--- config.mk ---
export PLATFORM = sky130hd
export DESIGN_NAME = icache_port_arbiter_flat
export DESIGN_NICKNAME = d
export VERILOG_FILES = /design/src/rtl/icache_port_arbiter_if.sv /design/src/rtl/icache_port_arbiter.sv /design/src/flat_wrapper.sv
export SDC_FILE = /design/constraint.sdc
export NUM_CORES = 1
export LEC_CHECK = 0
export CAP_MARGIN = 20
export CORE_UTILIZATION = 45
export DETAILED_ROUTE_END_ITERATION = 8
export PLACE_DENSITY = 0.9
export SLEW_MARGIN = 20
export SYNTH_ARGS = -nofsm -noshare
export SYNTH_HDL_FRONTEND = slang
export SYNTH_SLANG_ARGS = --single-unit
--- constraint.sdc ---
create_clock -name clk_i -period 3.6 [get_ports clk_i]
set_input_delay 0.72 -clock clk_i [delete_from_list [all_inputs] [get_ports clk_i]]
set_output_delay 0.72 -clock clk_i [all_outputs]
set_load 0.01 [all_outputs]
--- src/rtl/icache_port_arbiter_if.sv ---
// +----------------------------------------------------------------------+
// | icache_port_arbiter_if : IFU/prefetcher/i-cache bus for the arbiter   |
// | Rev 1.0                                                              |
// +----------------------------------------------------------------------+
`default_nettype none

interface icache_port_arbiter_if #(
  parameter int XLEN = 32
);
  logic            flush_i;
  logic            dem_req_i;
  logic [XLEN-1:0] dem_addr_i;
  logic            dem_gnt_o;
  logic            dem_done_o;
  logic            pf_req_i;
  logic [XLEN-1:0] pf_addr_i;
  logic            pf_gnt_o;
  logic            pf_done_o;
  logic            icache_req_o;
  logic [XLEN-1:0] icache_addr_o;
  logic            icache_ready_i;
  logic            icache_valid_i;

  // Arbiter side
  modport slave (
    input  flush_i,
    input  dem_req_i,
    input  dem_addr_i,
    output dem_gnt_o,
    output dem_done_o,
    input  pf_req_i,
    input  pf_addr_i,
    output pf_gnt_o,
    output pf_done_o,
    output icache_req_o,
    output icache_addr_o,
    input  icache_ready_i,
    input  icache_valid_i
  );

  // Requester / cache-model side
  modport master (
    output flush_i,
    output dem_req_i,
    output dem_addr_i,
    input  dem_gnt_o,
    input  dem_done_o,
    output pf_req_i,
    output pf_addr_i,
    input  pf_gnt_o,
    input  pf_done_o,
    input  icache_req_o,
    input  icache_addr_o,
    output icache_ready_i,
    output icache_valid_i
  );
endinterface

`default_nettype wire

--- src/rtl/icache_port_arbiter.sv ---
// +----------------------------------------------------------------------+
// | icache_port_arbiter : shares the i-cache read port, demand first      |
// | Rev 1.0                                                              |
// +----------------------------------------------------------------------+
`default_nettype none

module icache_port_arbiter #(
  parameter int XLEN          = 32,
  parameter int LINE_OFFSET   = 4,
  parameter int PF_STARVE_MAX = 4
) (
  input  logic                clk_i,
  input  logic                rst_n_i,
  icache_port_arbiter_if.slave bus
);

  localparam int              CNT_W     = $clog2(PF_STARVE_MAX + 1);
  localparam int              TAG_W     = XLEN - LINE_OFFSET;
  localparam logic [XLEN-1:0] LINE_MASK = XLEN'((64'd1 << LINE_OFFSET) - 64'd1);
  localparam logic [CNT_W-1:0] STARVE_MAX_C = CNT_W'(PF_STARVE_MAX);

  typedef enum logic [1:0] {
    IDLE     = 2'd0,
    WAIT_DEM = 2'd1,
    WAIT_PF  = 2'd2,
    DRAIN    = 2'd3
  } state_e;

  state_e           state_q,    state_d;
  logic [TAG_W-1:0] pf_line_q,  pf_line_d;
  logic             promoted_q, promoted_d;
  logic [CNT_W-1:0] starve_q,   starve_d;

  logic            w_pf_force;
  logic            w_pf_wins;
  logic [XLEN-1:0] w_win_addr;
  logic            w_promote;

  logic            w_icache_req;
  logic [XLEN-1:0] w_icache_addr;
  logic            w_dem_gnt;
  logic            w_dem_done;
  logic            w_pf_gnt;
  logic            w_pf_done;

  // Starvation override beats demand priority
  assign w_pf_force = bus.pf_req_i && (starve_q == STARVE_MAX_C);
  assign w_pf_wins  = w_pf_force || (bus.pf_req_i && !bus.dem_req_i);
  assign w_win_addr = w_pf_wins ? bus.pf_addr_i : bus.dem_addr_i;

  // A demand hitting the line already being prefetched rides on that read
  assign w_promote  = bus.dem_req_i && !promoted_q &&
                      (bus.dem_addr_i[XLEN-1:LINE_OFFSET] == pf_line_q);

  always_ff @(posedge clk_i or negedge rst_n_i) begin
    if (!rst_n_i) begin
      state_q    <= IDLE;
      pf_line_q  <= '0;
      promoted_q <= 1'b0;
      starve_q   <= '0;
    end else begin
      state_q    <= state_d;
      pf_line_q  <= pf_line_d;
      promoted_q <= promoted_d;
      starve_q   <= starve_d;
    end
  end

  always_comb begin
    state_d       = state_q;
    pf_line_d     = pf_line_q;
    promoted_d    = promoted_q;
    starve_d      = starve_q;
    w_icache_req  = 1'b0;
    w_icache_addr = '0;
    w_dem_gnt     = 1'b0;
    w_dem_done    = 1'b0;
    w_pf_gnt      = 1'b0;
    w_pf_done     = 1'b0;

    case (state_q)
      IDLE: begin
        if (!bus.flush_i && (bus.dem_req_i || bus.pf_req_i)) begin
          w_icache_req  = 1'b1;
          w_icache_addr = w_win_addr & ~LINE_MASK;
          if (bus.icache_ready_i) begin
            if (w_pf_wins) begin
              w_pf_gnt  = 1'b1;
              pf_line_d = bus.pf_addr_i[XLEN-1:LINE_OFFSET];
              state_d   = WAIT_PF;
            end else begin
              w_dem_gnt = 1'b1;
              state_d   = WAIT_DEM;
            end
          end
        end
      end

      WAIT_DEM: begin
        if (bus.flush_i) begin
          state_d = bus.icache_valid_i ? IDLE : DRAIN;
        end else if (bus.icache_valid_i) begin
          w_dem_done = 1'b1;
          state_d    = IDLE;
        end
      end

      WAIT_PF: begin
        if (bus.flush_i) begin
          state_d = bus.icache_valid_i ? IDLE : DRAIN;
        end else begin
          w_dem_gnt = w_promote;
          if (bus.icache_valid_i) begin
            w_pf_done  = 1'b1;
            w_dem_done = promoted_q || w_promote;
            promoted_d = 1'b0;
            state_d    = IDLE;
          end else if (w_promote) begin
            promoted_d = 1'b1;
          end
        end
      end

      DRAIN: begin
        if (bus.icache_valid_i) begin
          state_d = IDLE;
        end
      end

      default: state_d = IDLE;
    endcase

    if (bus.flush_i) begin
      promoted_d = 1'b0;
    end

    // Counts every demand grant (issue or promotion) made while a prefetch waits
    if (bus.flush_i || !bus.pf_req_i || w_pf_gnt) begin
      starve_d = '0;
    end else if (w_dem_gnt && (starve_q != STARVE_MAX_C)) begin
      starve_d = starve_q + 1'b1;
    end
  end

  assign bus.icache_req_o  = w_icache_req;
  assign bus.icache_addr_o = w_icache_addr;
  assign bus.dem_gnt_o     = w_dem_gnt;
  assign bus.dem_done_o    = w_dem_done;
  assign bus.pf_gnt_o      = w_pf_gnt;
  assign bus.pf_done_o     = w_pf_done;

endmodule

`default_nettype wire
--- src/flat_wrapper.sv ---
// flat-port wrapper written by rule: the top's interface ports become plain ports
module icache_port_arbiter_flat 
#(
  parameter int XLEN          = 32,
  parameter int LINE_OFFSET   = 4,
  parameter int PF_STARVE_MAX = 4
)
  (clk_i, rst_n_i, bus_flush_i, bus_dem_req_i, bus_dem_addr_i, bus_dem_gnt_o, bus_dem_done_o, bus_pf_req_i, bus_pf_addr_i, bus_pf_gnt_o, bus_pf_done_o, bus_icache_req_o, bus_icache_addr_o, bus_icache_ready_i, bus_icache_valid_i);
  icache_port_arbiter_if #(.XLEN(XLEN)) bus_i ();
  input  logic clk_i;
  input  logic rst_n_i;
  input wire logic [$bits(bus_i.flush_i)-1:0] bus_flush_i;
  input wire logic [$bits(bus_i.dem_req_i)-1:0] bus_dem_req_i;
  input wire logic [$bits(bus_i.dem_addr_i)-1:0] bus_dem_addr_i;
  output wire logic [$bits(bus_i.dem_gnt_o)-1:0] bus_dem_gnt_o;
  output wire logic [$bits(bus_i.dem_done_o)-1:0] bus_dem_done_o;
  input wire logic [$bits(bus_i.pf_req_i)-1:0] bus_pf_req_i;
  input wire logic [$bits(bus_i.pf_addr_i)-1:0] bus_pf_addr_i;
  output wire logic [$bits(bus_i.pf_gnt_o)-1:0] bus_pf_gnt_o;
  output wire logic [$bits(bus_i.pf_done_o)-1:0] bus_pf_done_o;
  output wire logic [$bits(bus_i.icache_req_o)-1:0] bus_icache_req_o;
  output wire logic [$bits(bus_i.icache_addr_o)-1:0] bus_icache_addr_o;
  input wire logic [$bits(bus_i.icache_ready_i)-1:0] bus_icache_ready_i;
  input wire logic [$bits(bus_i.icache_valid_i)-1:0] bus_icache_valid_i;
  assign bus_i.flush_i = bus_flush_i;
  assign bus_i.dem_req_i = bus_dem_req_i;
  assign bus_i.dem_addr_i = bus_dem_addr_i;
  assign bus_dem_gnt_o = bus_i.dem_gnt_o;
  assign bus_dem_done_o = bus_i.dem_done_o;
  assign bus_i.pf_req_i = bus_pf_req_i;
  assign bus_i.pf_addr_i = bus_pf_addr_i;
  assign bus_pf_gnt_o = bus_i.pf_gnt_o;
  assign bus_pf_done_o = bus_i.pf_done_o;
  assign bus_icache_req_o = bus_i.icache_req_o;
  assign bus_icache_addr_o = bus_i.icache_addr_o;
  assign bus_i.icache_ready_i = bus_icache_ready_i;
  assign bus_i.icache_valid_i = bus_icache_valid_i;
  icache_port_arbiter #(.XLEN(XLEN), .LINE_OFFSET(LINE_OFFSET), .PF_STARVE_MAX(PF_STARVE_MAX)) u_core (.clk_i(clk_i), .rst_n_i(rst_n_i), .bus(bus_i));
endmodule
Yosys cells after proc, flatten, opt, wreduce, memory -nomap -nowiden
Index checks and enable logic that the tools add are counted.
Widths: inputs -> output; s select.
- register bits: 34
- bits of input ports: 71
- output and inout port bits: 37
- logic and storage cells: 69
- add/sub/neg operators: 1
- equal/unequal tests: 8
- multiplexer cells: 33
- reductions and logical operators: 23
- operators with widths (cell ; count):
    $mux 32 ; 3
    $eq 28x28->1 ; 1
    $mux 1 ; 19
    $mux 2 ; 6
    $logic_and 1x1->1 ; 6
    $mux 3 ; 2
    $pmux 2 s3 ; 1
    $logic_or 1x1->1 ; 5
    $eq 2x2->1 const B ; 2
    $logic_not 1->1 ; 4
    $pmux 1 s2 ; 2
    $reduce_and 2->1 ; 2
    $reduce_and 4->1 ; 1
    $reduce_bool 2->1 ; 2
    $add 3x1->3 const B ; 1
    $eq 3x3->1 const B ; 1
    $ne 3x3->1 const B ; 1
    $reduce_bool 3->1 ; 1
    $eq 2x1->1 const B ; 1
    $logic_not 2->1 ; 1
    $ne 2x1->1 const B ; 1
    $ne 2x2->1 const B ; 1
    $reduce_or 2->1 ; 1

Logic depth before layout (Yosys ltp)
Gate-level depths: netlist of the first run.
- word-level depth: 10
- gate-level depth with buffers: 10
- mapped depth without buffers: 10

Least setup slack after synthesis of the first run
No wires, ideal clock.
- path kind: input to output
- start point: input bus_dem_req_i
- end point: output bus_dem_gnt_o
- data arrival time: 2029 ps
- data required time: 2880 ps
- path slack: 851 ps
- cell stages on the path: 5
- path buffers: 0
- cell sequence: and2b_1 o2111ai_1 or4_4 nor4_4 or2_2
- longest elaborated chain between the ends: 7
- elaborated cells on any way between the ends: 12
- those cells by class: 5 x mux; 7 x reduce/logical
- RTL lines (element ; RTL line ; source):
    start, declared ; flat_wrapper.sv:13 ; input wire logic [$bits(bus_i.dem_req_i)-1:0] bus_dem_req_i;
    $logic_not 1->1 ; icache_port_arbiter.sv:48 ; assign w_pf_wins = w_pf_force || (bus.pf_req_i && !bus.dem_req_i);
    $logic_and 1x1->1 ; icache_port_arbiter.sv:48 ;
    $logic_or 1x1->1 ; icache_port_arbiter.sv:48 ;
    $mux 1 ; icache_port_arbiter.sv:87 ; if (w_pf_wins) begin
    $mux 1 ; icache_port_arbiter.sv:86 ; if (bus.icache_ready_i) begin
    $mux 1 ; icache_port_arbiter.sv:83 ; if (!bus.flush_i && (bus.dem_req_i || bus.pf_req_i)) begin
    $pmux 1 s2 * ; icache_port_arbiter.sv:81 ; case (state_q)
    end, declared ; flat_wrapper.sv:15 ; output wire logic [$bits(bus_i.dem_gnt_o)-1:0] bus_dem_gnt_o;
Mark *: on every way between the ends. The rest lies on a longest branch, timed or not.

Worst setup path in the final report of the first run
- start point: input bus_dem_req_i
- end point: output bus_icache_addr_o[25]
- longest elaborated chain between the ends: 6
- elaborated cells on any way between the ends: 8
- those cells by class: 3 x mux; 5 x reduce/logical
- RTL lines (element ; RTL line ; source):
    $logic_not 1->1 ; icache_port_arbiter.sv:48 ;
    $logic_and 1x1->1 ; icache_port_arbiter.sv:48 ;
    $logic_or 1x1->1 ; icache_port_arbiter.sv:48 ;
    $mux 32 ; icache_port_arbiter.sv:49 ; assign w_win_addr = w_pf_wins ? bus.pf_addr_i : bus.dem_addr_i;
    $mux 32 * ; icache_port_arbiter.sv:83 ;
    $mux 32 * ; icache_port_arbiter.sv:81 ;
    end, declared ; flat_wrapper.sv:22 ; output wire logic [$bits(bus_i.icache_addr_o)-1:0] bus_icache_addr_o;
Marks and branches as above.

==> results of run 1 <==
[what timing repair did]
action,4_1_cts,5_1_grt
pin swaps,1,0
gates cloned,0,0
gates resized for setup,2,7
setup endpoints to repair,2,7
[metrics by stage]
stage	TNS, ns	power, mW	setup slack (ns)	cells
4_1_cts	0	1.771	0.05366	486
5_1_grt	0	1.887	0.001176	486
2_1_floorplan	0	1.086	0.8505	324
3_3_place_gp	-0.1572	1.394	-0.09279	478
3_5_place_dp	-0.2119	1.429	-0.1334	478
6_report	0	1.771	0.08477	486
[final cells by class]
class,count,area (um^2),area share (%)
sequential,34,850.8,24.01
multi-input combinational,260,1379,38.91
clock buffer,8,110.1,3.107
tap,67,83.83,2.366
inverter,13,48.80,1.377
timing repair buffer,104,1071,30.23
[layer usage]
layer  GRT usage [%]  wire length, um  share of wire (%)
met1           34.96             2977                 43
met2           45.35             3407                 49
met3           7.046              493                7.1
met4           6.197               71                1.0
met5               0                0                  0
[flip-flops by register name, indices dropped and copies added, names as in the netlist]
| name | count |
|---|---|
| u_core.pf_line_q | 28 |
| u_core.promoted_q | 1 |
| u_core.starve_q | 3 |
| u_core.state_q | 2 |
[cell families (layout without fill, tap and decap cells)]
family	count (synthesis)	in the layout
compound gates	51	51
other cells	1	4
simple gates	176	176
fa+ha+maj	6	6
xor+xnor	22	22
buf+inv	30	125
mux	1	1
flops	34	34
[path summary, 6_finish.rpt]
check | end | from | cells past startpoint
min reg2reg | u_core.pf_line_q[16] | u_core.pf_line_q[16] | 2
max | bus_icache_addr_o[25] | bus_dem_req_i | 7
max in group asynchronous | u_core.state_q[0] | rst_n_i | 2
max reg2reg | u_core.starve_q[0] | u_core.starve_q[0] | 12
min in group asynchronous | u_core.pf_line_q[22] | rst_n_i | 2
min | u_core.pf_line_q[16] | u_core.pf_line_q[16] | 2
[cells in the final DEF (no fill, tap or decap), types with 7 or more instances in the layout]
cell type / count
o21ai_0: 7
dfrtp_1: 34
xor2_1: 15
a21oi_1: 28
dlymetal6s2s_1: 7
inv_1: 12
clkdlybuf4s50_1: 86
xnor2_1: 7
nor2_1: 7
clkbuf_8: 8
nand2_1: 138
[power by group through the flow]
stage / registers (mW) / clock network, mW / logic [mW]
2_1_floorplan: 0.638 / 0 / 0.448
3_3_place_gp: 0.650 / 0 / 0.744
3_5_place_dp: 0.661 / 0 / 0.769
4_1_cts: 0.655 / 0.337 / 0.780
5_1_grt: 0.674 / 0.356 / 0.857
6_report: 0.657 / 0.337 / 0.777
[tightest hold or removal path: stages (launching register included)]
cell and delay, ns:
dfrtp_1 0.36, nand2_1 0.06, nand2_1 0.05
==> metrics.yaml, run 1 <==
status: "complete, no violations"
p_sw_share_pct: 36.50
clkPwrFrac_pct: 19.0
holdWs_ns: 0.4959
fill_cells: 400
syn_inst: 321
fin_crit_sh_pct: 97.65
cts_max_path_buffers: 2
finalNetCount: 495
clockRootBuffer: "clkbuf_8"
slowest_stage: "clkdlybuf4s50_1"
synth_compound_area_share_pct: 13.07
area_growth_pct: 51.04
finalHoldViolCount: 0
slowest_delay_ns: 0.57
final.min_clock_period_ns: 3.515
path_buf_inv: 4
yosys-top-cells-count: "138 x nand2_1, 34 x dfrtp_1, 28 x a21oi_1"
finalClockSkew_ns: 0.004826
grt_pass1_vias: 2350
p_sw_mw: 0.6465
synth_seq_cells: 34
post-cts-setup-buffers: 0
finish.utilization_pct: 72.62
p_seq_share_pct: 37.1
yosysMostFrequentCell: "nand2_1"
cp-start-kind: "input port"
async_flop_share_pct: 100.0
yosys-top-cells-area: "dfrtp_1 36%, nand2_1 22%, a21oi_1 6.0%"
cap_violations: 0
final-max-slew-violation-count: 0
rsz0062_at_grt: "false"
synth_seq_area_share_pct: 36.27
synth.area.mux_share_pct: 0.6400
yosysTopAreaCell: "dfrtp_1"
io_pins: 108
place.detailed.hpwl_um: 4997
synthSimpleGateAreaFrac_pct: 33.01
dpl-instance-area_um2: 3418
clock_latency_ns: 0.29
dr.pass1.iters: 4
grt_antenna_before_repair: 0
synth_ff_type: "dfrtp_1"
grt-ovfl-total: 0
wirelength_um: 6949
r2r_slack_ns: 0.94
synth_top_cell_area_share_pct: 36.27
path_class: "in -> out"
worstSetupEndpointType: "output pin"
synth_top_family_by_area: "simple AND/OR/NAND/NOR gates"
synth_edf_count: 0
initial_utilization_pct: 48.08
first_iter_violations: 301
final_antenna_net_count: 0
path_max_fanout: 19
synthXorXnorAreaFrac_pct: 8.213
cpMostUsedCell: "clkdlybuf4s50_1"
p_int_mw: 1.125
vias: 2508
clock-sinks: 34
leakage_nw: 1.789
vdd_drop_max_v: 0.0002826
final-setup-viol-count: 0
required_ns: 2.88
hold_buffers: 0
synth.distinct_cells: 43
ys.warnings.count: 0
dieWidth_um: 74.21
grtUsageTotal_pct: 27.02
fp.dieH_um: 74.21
vias_per_cell: 5.160
cp_data_arrival_time_ns: 2.80
cp_cell_sequence: "clkdlybuf4s50_1, buf_4, nor2_1, or3b_2, buf_12, a21oi_1, clkdlybuf4s50_1"
fp.coreArea_um2: 4880
cts_tree: "yes"
powerDensity_nw_per_um2: 499.8
synth_area_um2: 2346
grt_first_pass_wirelength_um: 11230
synth_fa_ha_area_share_pct: 3.200
grt_start_max_net_pins: 35
p_comb_share_pct: 43.8
layout-drive-gt1-share_pct: 6.444
cpLargestDelayFamily: "buffers and inverters"
hold_class: "reg -> reg"
path_clk_slew_ns: 0.06
gp_congestion: 0.7780
fmax_mhz: 284.5
h-tree-depth: 2
cts_made_buffers: 5
num_antenna_cells: 0
syn_area_per_cell_um2: 7.308
drc: 0
fp-row-count: 25
final_cell_area_um2: 3543
wl_per_cell_um: 14.30
port_buffers: 95
die_area_um2: 5506
No activity file was read; power rests on OpenSTA's default activity.
==> run 2, diff against run 1 <==
CAP_MARGIN = 10   (was 20)
PLACE_DENSITY = 0.93   (was 0.9)
==> metrics.yaml, run 2 (synthesis results as in run 1) <==
grt_antenna_before_repair: 0  # unchanged
finalClockSkew_ns: 0.004419  # -0.0004071 ns
wirelength_um: 7064  # +1.7%
required_ns: 2.88  # about the same
fmax_mhz: 281.0  # -1.2%
final.min_clock_period_ns: 3.558  # +0.04326 ns
dr.pass1.iters: 4  # unchanged
worstSetupEndpointType: "output pin"
top_regs: "u_core.pf_line_q (28), u_core.starve_q (3), u_core.state_q (2)"
area_growth_pct: 49.65
final_antenna_net_count: 0  # unchanged
grt_first_pass_wirelength_um: 11750  # +4.7%
place_inst: 481  # +0.63%
cp_cell_sequence: "clkdlybuf4s50_1, nor2_1, or3b_2, buf_4, a21oi_1, clkdlybuf4s50_1"
vdd_drop_max_v: 0.0003227  # +14%
initial_utilization_pct: 48.08  # unchanged
finalHoldViolCount: 0  # unchanged
place.detailed.hpwl_um: 5235  # +4.8%
slowest_stage: "clkdlybuf4s50_1"
final_common_cell: "nand2_1"
largest_reg_flops: 28  # unchanged
rsz0062_at_grt: "false"
h-tree-depth: 2  # unchanged
final-max-slew-violation-count: 0  # unchanged
port_buffers: 95  # unchanged
path_max_fanout: 17  # -2
status: "complete, no violations"
fin_crit_sh_pct: 98.85  # +1.2 points
finalNetCount: 498  # +0.61%
slowest_delay_ns: 0.59  # +0.02 ns
vias: 2535  # +1.1%
cp_data_arrival_time_ns: 2.84  # +0.04 ns
io_pins: 108  # unchanged
cts_made_buffers: 5  # unchanged
clockRootBuffer: "clkbuf_8"
cpMostUsedCell: "clkdlybuf4s50_1"
instances_no_fill: 489  # +0.62%
fp.coreArea_um2: 4880  # unchanged
path_class: "in -> out"
fp.dieH_um: 74.21  # unchanged
holdWs_ns: 0.5003  # +0.004477 ns
post-cts-setup-buffers: 0  # unchanged
first_iter_violations: 147  # -51%
grt_start_max_net_pins: 35  # unchanged
vias_per_cell: 5.184  # +0.46%
final_cell_mix: "138 x nand2_1, 93 x clkdlybuf4s50_1, 34 x dfrtp_1, 28 x a21oi_1, 15 x xor2_1"
cts_tree: "yes"
clock_latency_ns: 0.29  # about the same
wl_per_cell_um: 14.45  # +1.0%
regMostFlops: "u_core.pf_line_q"
cap_violations: 0  # unchanged
r2r_start: "u_core.starve_q[0]"
crit_start: "bus_pf_req_i"
cts_resized: 5  # +3
r2r_cells: 12  # unchanged
grt-ovfl-total: 0  # unchanged
fp-row-count: 25  # unchanged
layout-drive-gt1-share_pct: 7.820  # +1.4 points
final-setup-viol-count: 0  # unchanged
gp_congestion: 0.8362  # +7.5%
crit_end: "bus_icache_addr_o[4]"
drc: 0  # unchanged
finish.utilization_pct: 71.95  # -0.67 points
cp-start-kind: "input port"
fill_cells: 398  # -0.50%
grtUsageTotal_pct: 28.14  # +1.1 points
clock-sinks: 34  # unchanged
final_cell_area_um2: 3511  # -0.92%
die_area_um2: 5506  # unchanged
hold_class: "reg -> reg"
powerDensity_nw_per_um2: 493.6  # -1.2%
hold_buffers: 0  # unchanged
setup_tns_ns: 0  # unchanged
leakage_nw: 1.663  # -7.0%
r2r-end: "u_core.starve_q[0]"
dpl-instance-area_um2: 3403  # -0.44%
dieWidth_um: 74.21  # unchanged
r2r_slack_ns: 0.96  # +0.02 ns
num_antenna_cells: 0  # unchanged
grt_pass1_vias: 2586  # +10%
path_clk_slew_ns: 0.07  # about the same
cts_max_path_buffers: 2  # unchanged
-- run 2: cell count changes in the layout (fill, tap and decap cells not counted), moves of 2 or more --
cell and delta:
clkdlybuf4s50_1 +7, dlymetal6s2s_1 -7, buf_4 +6, buf_12 -3, clkbuf_8 -2, nor4_1 -2, nor4_2 +2
-- run 2: metal layers --
| layer | GRT usage, % | vias up | part of all wire [%] |
|---|---|---|---|
| met5 | 0 | - | 0 |
| met4 | 8.333 | 0 | 1.9 |
| met3 | 7.859 | 15 | 8.1 |
| met2 | 50.00 | 108 | 51 |
| met1 | 32.99 | 1166 | 39 |
| li1 | - | 1246 | - |
-- run 2: worst min path at each step --
| stage | startpoint | endpoint | slack, ns | cells past startpoint |
|---|---|---|---|---|
| after floorplan | rst_n_i | u_core.pf_line_q[0] | 0.42 | 0 |
| after global placement | u_core.pf_line_q[14] | u_core.pf_line_q[14] | 0.48 | 2 |
| after detailed placement | u_core.pf_line_q[27] | u_core.pf_line_q[27] | 0.48 | 2 |
| after CTS | u_core.pf_line_q[12] | u_core.pf_line_q[12] | 0.50 | 2 |
| after global routing | u_core.pf_line_q[2] | u_core.pf_line_q[2] | 0.53 | 2 |
| final | u_core.pf_line_q[27] | u_core.pf_line_q[27] | 0.50 | 2 |
-- run 2: worst max-delay path, delay by kind of cell --
family	cells	cell delay, ns
AO/OA/AOI/OAI	1	0.16
AND/OR/NAND/NOR	2	0.57
buffers and inverters	3	1.38
-- run 2: power by group --
group	internal [mW]	switching, mW
logic	0.380	0.394
registers	0.547	0.114
clock network	0.154	0.145
total	1.08	0.653
-- run 2: layout make-up --
| cell class | instances | area, um^2 | share of cell area (%) |
|---|---|---|---|
| clock inverter | 2 | 12.51 | 0.3564 |
| sequential | 34 | 850.8 | 24.23 |
| inverter | 13 | 48.80 | 1.390 |
| tap | 67 | 83.83 | 2.388 |
| multi-input combinational | 260 | 1394 | 39.70 |
| clock buffer | 6 | 82.58 | 2.352 |
| timing repair buffer | 107 | 1039 | 29.58 |
-- run 2: per-stage QoR --
stage          worst slack (ns)  total power [mW]
2_1_floorplan            0.8505             1.086
3_3_place_gp            -0.1325             1.384
3_5_place_dp            -0.1754             1.426
4_1_cts                 0.08585             1.734
5_1_grt                0.009115             1.864
6_report                0.04151             1.733
==> run 3, diff against run 2 <==
PLACE_DENSITY = 0.84   (was 0.93)
==> metrics.yaml, run 3 (synthesis results as in run 1) <==
status: "complete, no violations"
fmax_mhz: 283.9  # +1.0%
largest_reg_flops: 28  # unchanged
fin_ws_ns: 0.07747  # +0.03597 ns
hold_start: "u_core.pf_line_q[17]"
cts_tree: "yes"
vias: 2549  # +0.55%
cap_violations: 0  # unchanged
area_growth_pct: 51.09
worstSetupEndpointType: "output pin"
cts_max_path_buffers: 2  # unchanged
port_buffers: 95  # unchanged
clock-sinks: 34  # unchanged
leakage_nw: 1.697  # +2.0%
r2r_start: "u_core.starve_q[0]"
required_ns: 2.88  # about the same
holdWs_ns: 0.4984  # -0.001886 ns
fp-row-count: 25  # unchanged
wl_per_cell_um: 14.65  # +1.4%
grt_first_pass_wirelength_um: 11550  # -1.7%
drc: 0  # unchanged
instances_no_fill: 487  # -0.41%
h-tree-depth: 2  # unchanged
cp-start-kind: "input port"
cp_data_arrival_time_ns: 2.80  # -0.04 ns
fp.coreArea_um2: 4880  # unchanged
finalHoldViolCount: 0  # unchanged
initial_utilization_pct: 48.08  # unchanged
io_pins: 108  # unchanged
grt_start_max_net_pins: 35  # unchanged
num_antenna_cells: 0  # unchanged
grt_antenna_before_repair: 0  # unchanged
vias_per_cell: 5.234  # +0.97%
fp.dieH_um: 74.21  # unchanged
final_common_cell: "nand2_1"
place.detailed.hpwl_um: 5235  # about the same
regMostFlops: "u_core.pf_line_q"
final_cell_mix: "138 x nand2_1, 91 x clkdlybuf4s50_1, 34 x dfrtp_1, 28 x a21oi_1, 15 x xor2_1"
layout-drive-gt1-share_pct: 7.619  # -0.20 points
hold_buffers: 0  # unchanged
power.total_mw: 1.735  # +0.13%
vdd_drop_max_v: 0.0002804  # -13%
place_inst: 480  # -0.21%
wirelength_um: 7133  # +0.98%
rsz0062_at_grt: "false"
dr.pass1.iters: 4  # unchanged
dpl-instance-area_um2: 3433  # +0.88%
fin_crit_sh_pct: 97.85  # -1.0 points
cts_made_buffers: 5  # unchanged
top_regs: "u_core.pf_line_q (28), u_core.starve_q (3), u_core.state_q (2)"
die_area_um2: 5506  # unchanged
final.min_clock_period_ns: 3.523  # -0.03597 ns
clockRootBuffer: "clkbuf_8"
powerDensity_nw_per_um2: 489.5  # -0.83%
final_antenna_net_count: 0  # unchanged
grtUsageTotal_pct: 27.98  # -0.16 points
clock_latency_ns: 0.29  # about the same
path_clk_slew_ns: 0.07  # about the same
place_ws_ns: -0.1427  # +0.03268 ns
gp_congestion: 0.8534  # +2.1%
crit_start: "bus_dem_req_i"
first_iter_violations: 162  # +10%
path_max_fanout: 29  # +12
hold_class: "reg -> reg"
grt-ovfl-total: 0  # unchanged
finish.utilization_pct: 72.64  # +0.69 points
path_class: "in -> out"
final-setup-viol-count: 0  # unchanged
final_cell_area_um2: 3545  # +0.96%
grt_pass1_vias: 2579  # -0.27%
finalNetCount: 498  # unchanged
dieWidth_um: 74.21  # unchanged
final-max-slew-violation-count: 0  # unchanged
setup_tns_ns: 0  # unchanged
finalClockSkew_ns: 0.005781  # +0.001361 ns
==> run 3: what timing repair did <==
action | CTS | global route
pin swaps | 1 | 1
buffers inserted | 0 | 1
resized for setup | 5 | 3
endpoints found under the setup margin | 2 | 1
==> run 3: metal layers <==
layer | global-route usage, % | wire length, um | share of wire, % | up-vias
li1 | - | - | - | 1244
met1 | 32.99 | 2990 | 42 | 1206
met2 | 49.60 | 3604 | 51 | 86
met3 | 7.317 | 402 | 5.6 | 13
met4 | 8.761 | 134 | 1.9 | 0
met5 | 0 | 0 | 0 | -
==> run 3: area by class of cell <==
cell class / instances / area (um^2)
repair buffers: 107 / 1077
fillers: 388 / 1335
well taps: 67 / 83.83
multi-input cells: 260 / 1401
flip-flops and latches: 34 / 850.8
inverters: 13 / 48.80
clock buffers: 6 / 82.58
==> run 3: path summary, 6_finish.rpt <==
path                                         end  slack, ns  cells past startpoint
setup / recovery           bus_icache_addr_o[13]       0.08                      7
hold / removal              u_core.pf_line_q[17]       0.50                      2
setup reg to reg              u_core.starve_q[0]       1.03                     12
hold reg to reg             u_core.pf_line_q[17]       0.50                      2
max in group asynchronous   u_core.pf_line_q[15]       2.44                      2
min in group asynchronous   u_core.pf_line_q[24]       0.83                      2
==> run 3: critical path, stage by stage <==
cell	delay [ns]
clkdlybuf4s50_1	0.49
buf_4	0.13
nor2_1	0.05
or3b_2	0.48
buf_12	0.18
a21oi_1	0.15
clkdlybuf4s50_1	0.58
==> run 3: power breakdown <==
group | leakage [nW] | switching (mW) | internal [mW]
clock network | 0.0431 | 0.138 | 0.147
logic | 1.22 | 0.400 | 0.392
registers | 0.434 | 0.111 | 0.547
total | 1.70 | 0.649 | 1.09
==> RTL edit 1, RTL diff (settings of run 2) <==
`PF_STARVE_MAX` is set to 4 in 2 places; all go to 8.
--- a/src/rtl/icache_port_arbiter.sv
+++ b/src/rtl/icache_port_arbiter.sv
@@ -7,7 +7,7 @@
 module icache_port_arbiter #(
   parameter int XLEN          = 32,
   parameter int LINE_OFFSET   = 4,
-  parameter int PF_STARVE_MAX = 4
+  parameter int PF_STARVE_MAX = 8
 ) (
   input  logic                clk_i,
   input  logic                rst_n_i,
--- a/src/flat_wrapper.sv
+++ b/src/flat_wrapper.sv
@@ -3,7 +3,7 @@
 #(
   parameter int XLEN          = 32,
   parameter int LINE_OFFSET   = 4,
-  parameter int PF_STARVE_MAX = 4
+  parameter int PF_STARVE_MAX = 8
 )
   (clk_i, rst_n_i, bus_flush_i, bus_dem_req_i, bus_dem_addr_i, bus_dem_gnt_o, bus_dem_done_o, bus_pf_req_i, bus_pf_addr_i, bus_pf_gnt_o, bus_pf_done_o, bus_icache_req_o, bus_icache_addr_o, bus_icache_ready_i, bus_icache_valid_i);
   icache_port_arbiter_if #(.XLEN(XLEN)) bus_i ();
Function: changed (a bounded check fails within 10 cycles, from zero or initial values and one cycle with rst_n_i low).
==> RTL edit 1 against run 2 <==
Setup slack gained 0.15 ns; design area grew 7.4%; synthesized cell count shrank 8.4%; routed wire length shrank 0.28%; core utilization shrank 3.4 points; synthesized area grew 9.3%; cell count shrank 3.3%; power grew 5.8%; sequential cell count grew 1; critical path type unchanged; critical endpoint is now bus_dem_done_o; largest cell class unchanged.
==> RTL edit 1: results (changes against run 2) <==
metric,value,unit,change
run_status,"finished, final reports clean",,
wl_per_cell,14.89,µm,+3.1%
largestRegisters,"u_core.pf_line_q (28), u_core.starve_q (4), u_core.state_q (2)",,
ff2ff_path_depth,8,,-4
fin_nets,477,,-4.2%
grt_usage,0.2486,,-0.03282
ys_seq_area_frac,0.3415,,-0.02120
synth_fa_ha_area_frac,0.02927,,-0.002732
critical_path_peak_fanout,2,,-15
crit-reg2reg-launch,u_core.starve_q[0]$_DFFE_PN0P_,,
hpwl,5360,µm,+2.4%
worst_slack,0.1896,ns,+0.1481 ns
first_iter_violations,178,,+21%
crit_path_start,bus_dem_addr_i[5],,
r2r_setup_slack,1.16,ns,+0.20 ns
synth_cells,294,,-8.4%
fill_cells,419,,+5.3%
vias_per_cell,5.351,,+3.2%
grt_max_degree,36,,+2.9%
cp_top_family,buffers and inverters,,
synth_area_leaders,"dfrtp_1 (34%), mux2_2 (13%), nand2_1 (9.7%)",,
place_ws,-0.2295,ns,-0.05408 ns
holdCritPathClass,input port to asynchronous set/reset pin,,
cellLeakagePower,1.631,nW,-1.9%
synth.area.mux_share,0.1356,,+0.1292
p_comb,0.874,mW,+13%
p_int,1.193,mW,+10%
rr_endpoint,u_core.pf_line_q[15]$_DFFE_PN0P_,,
place_congestion,0.8367,,about the same
grt_pass1_wl,12050,µm,+2.5%
netlist_top_cells_count,"nand2_1 (66), dfrtp_1 (35), a21oi_1 (33)",,
placed_area,3661,µm²,+7.6%
worstSkewPairLatency,0.28,ns,
ys_types,44,,+2.3%
grtUsageMet2,0.4540,,-0.04602
crit_path_end,bus_dem_done_o,,
grt_pass1_vias,2613,,+1.0%
arrival,2.69,ns,-0.15 ns
p_switching,0.6406,mW,-1.9%
p_seq,0.684,mW,+3.6%
synth-compound-area-share,0.1093,,-0.02140
antenna_left,0,,unchanged
fin_worst_skew,0.009246,ns,+0.004827 ns
drive_gt1_frac,0.1820,,+0.1038
ys_warn_count,0,,unchanged
placedCellCount,462,,-4.0%
met1_usage,0.3019,,-0.02795
ir_drop,0.2912,mV,-9.8%
max_stage_delay,0.44,ns,-0.15 ns
design_area,3772,µm²,+7.4%
fin_hold_ws,0.5222,ns,+0.02187 ns
max_cap_violations,0,,unchanged
totalWireLength,7044,µm,-0.28%
synth-xor-area-share,0.08098,,-0.001158
use_met3,0.03765,,-0.04094
==> RTL edit 1: cell types whose count changed in the layout (fill, tap and decap cells not counted), sizes merged, moves of 3 or more <==
cell     delta
buf         +8
a21oi       +5
o2111ai     -3
or2b        +4
o21ai       -4
nand2      -73
mux2       +29
nand3       +5
nand4       +3
nand3b      +7
==> RTL edit 1: routing by layer <==
layer  vias to the layer above  wire length [µm]
met5                         -                 0
met4                         0                76
met3                        10               264
met2                        66              3724
met1                      1238              2979
li1                       1217                 -
==> RTL edit 1: final cells by class <==
cell class / instances / share of cell area
flip-flops and latches: 35 / 0.2322
repair buffers: 114 / 0.2902
clock inverters: 1 / 0.001327
clock buffers: 7 / 0.02023
multi-input cells: 233 / 0.4212
well taps: 72 / 0.02388
inverters: 11 / 0.01095
==> RTL edit 1: timing repair <==
action / in CTS / in global routing
pin swaps: 3 / 3
setup endpoints to repair: 2 / 1
gates resized for setup: 4 / 2
buffers inserted: 2 / 1
hold buffers: 0 / 0
==> RTL edit 2, RTL diff (settings of run 2) <==
Without the edit above. Reset style: synchronous (`rst_n_i`), changed in one clocked block.
--- a/src/rtl/icache_port_arbiter.sv
+++ b/src/rtl/icache_port_arbiter.sv
@@ -52,7 +52,7 @@
   assign w_promote  = bus.dem_req_i && !promoted_q &&
                       (bus.dem_addr_i[XLEN-1:LINE_OFFSET] == pf_line_q);
 
-  always_ff @(posedge clk_i or negedge rst_n_i) begin
+  always_ff @(posedge clk_i) begin
     if (!rst_n_i) begin
       state_q    <= IDLE;
       pf_line_q  <= '0;
Formal check against the unedited RTL: differs if rst_n_i is asserted again (counterexample within 4 cycles, from zero or initial values and one cycle with rst_n_i low); with rst_n_i held inactive, the same outputs for 10 cycles.
==> RTL edit 2 against run 2 <==
Routed wire length shrank 1.1%; maximum frequency grew 1.2%; setup slack gained 0.042 ns; hold slack gained 0.0041 ns; register-to-register slack gained 0.24 ns; clock skew grew 0.0012 ns; synthesized area grew 0.80%; highest routed layer unchanged; via count grew 1.9%; sequential cell count is the same; design area grew 2.6%; first-iteration DRC count grew 17%.
Power is not compared: it rests on default switching activity, and its combinational part moved more than twofold at a synthesized area within 25%.
==> RTL edit 2: results (changes against run 2) <==
metric,value,unit,change
run_status,"finished, final reports clean",,
hpwl,5236,µm,about the same
placed_area,3443,µm²,+1.2%
synth_area_leaders,"dfxtp_1 (29%), mux2i_1 (12%), nand2_1 (10%)",,
post_cts_resized,6,,+1
ys_async_sr_fraction,0,,-1.000
stdcell_count,485,,-0.82%
synth.area.mux_share,0.1291,,+0.1227
place_congestion,0.8370,,about the same
ys.flop_type,dfxtp_1,,
ff_latch_area,680.7,µm²,-20%
grt_usage,0.2505,,-0.03093
buffers,110,,+2.8%
synth-xor-area-share,0.07037,,-0.01176
ys_types,44,,+2.3%
critical_path_peak_fanout,3,,-14
bufAreaShareNonClock,0.2992,,+0.003370
place_ws,-0.03776,ns,+0.1376 ns
grt_max_degree,31,,-11%
arrival,2.80,ns,-0.04 ns
placedCellCount,475,,-1.2%
vias_per_cell,5.326,,+2.7%
netlist_top_cells_count,"nand2_1 (66), nor2_1 (36), dfxtp_1 (34)",,
grt_pass1_vias,2419,,-6.5%
multi_input_cells,248,,-4.6%
n_all_inverters,15,,+2
clock_area_frac,0.03023,,+0.003145
drt-pass1-iter-count,5,,+1
grt_pass1_wl,10580,µm,-9.9%
multi_input_area_share,0.4416,,+0.04462
fin_worst_skew,0.005612,ns,+0.001193 ns
[RTL edit 2: cell types whose count changed after synthesis, sizes merged, moves of 3 or more]
cell	change
a2111oi	+3
buf	+4
clkbuf	-3
dfrtp	-34
dfxtp	+34
mux2i	+29
nand2	-73
nand2b	+3
nor2	+29
nor2b	+8
nor3	+3
o21ai	-4
xnor2	-4
[RTL edit 2: final timing paths]
check | start | end | slack (ns) | depth (start not counted)
min | u_core.pf_line_q[14]$_SDFFE_PN0P_ | u_core.pf_line_q[14]$_SDFFE_PN0P_ | 0.50 | 2
min reg2reg | u_core.pf_line_q[14]$_SDFFE_PN0P_ | u_core.pf_line_q[14]$_SDFFE_PN0P_ | 0.50 | 2
max | bus_dem_addr_i[17] | bus_dem_gnt_o | 0.08 | 8
max reg2reg | u_core.starve_q[0]$_SDFFE_PP0P_ | u_core.starve_q[0]$_SDFFE_PP0P_ | 1.20 | 10
[RTL edit 2: worst max-delay path: stages]
cell and delay [ns]:
clkdlybuf4s50_1 0.51, nor2b_1 0.08, a2111oi_2 0.41, buf_4 0.18
nand4b_1 0.14, nor4_4 0.33, or2_2 0.15, dlygate4sd2_1 0.26
[RTL edit 2: power groups by stage]
stage	registers (mW)	logic [mW]	clock network, mW
floorplan	0.397	0.117	0
CTS	0.390	0.279	0.344
detailed placement	0.398	0.274	0
finish	0.390	0.281	0.343
global route	0.391	0.302	0.361
global placement	0.398	0.268	0
[RTL edit 2: layer usage]
metal / vias to the layer above / routed length [µm] / part of all wire / global-route usage
li1: 1253 / - / - / -
met1: 1201 / 2815 / 0.40 / 0.2934
met2: 108 / 3547 / 0.51 / 0.4464
met3: 21 / 434 / 0.062 / 0.04472
met4: 0 / 187 / 0.027 / 0.1069
met5: - / 0 / 0 / 0
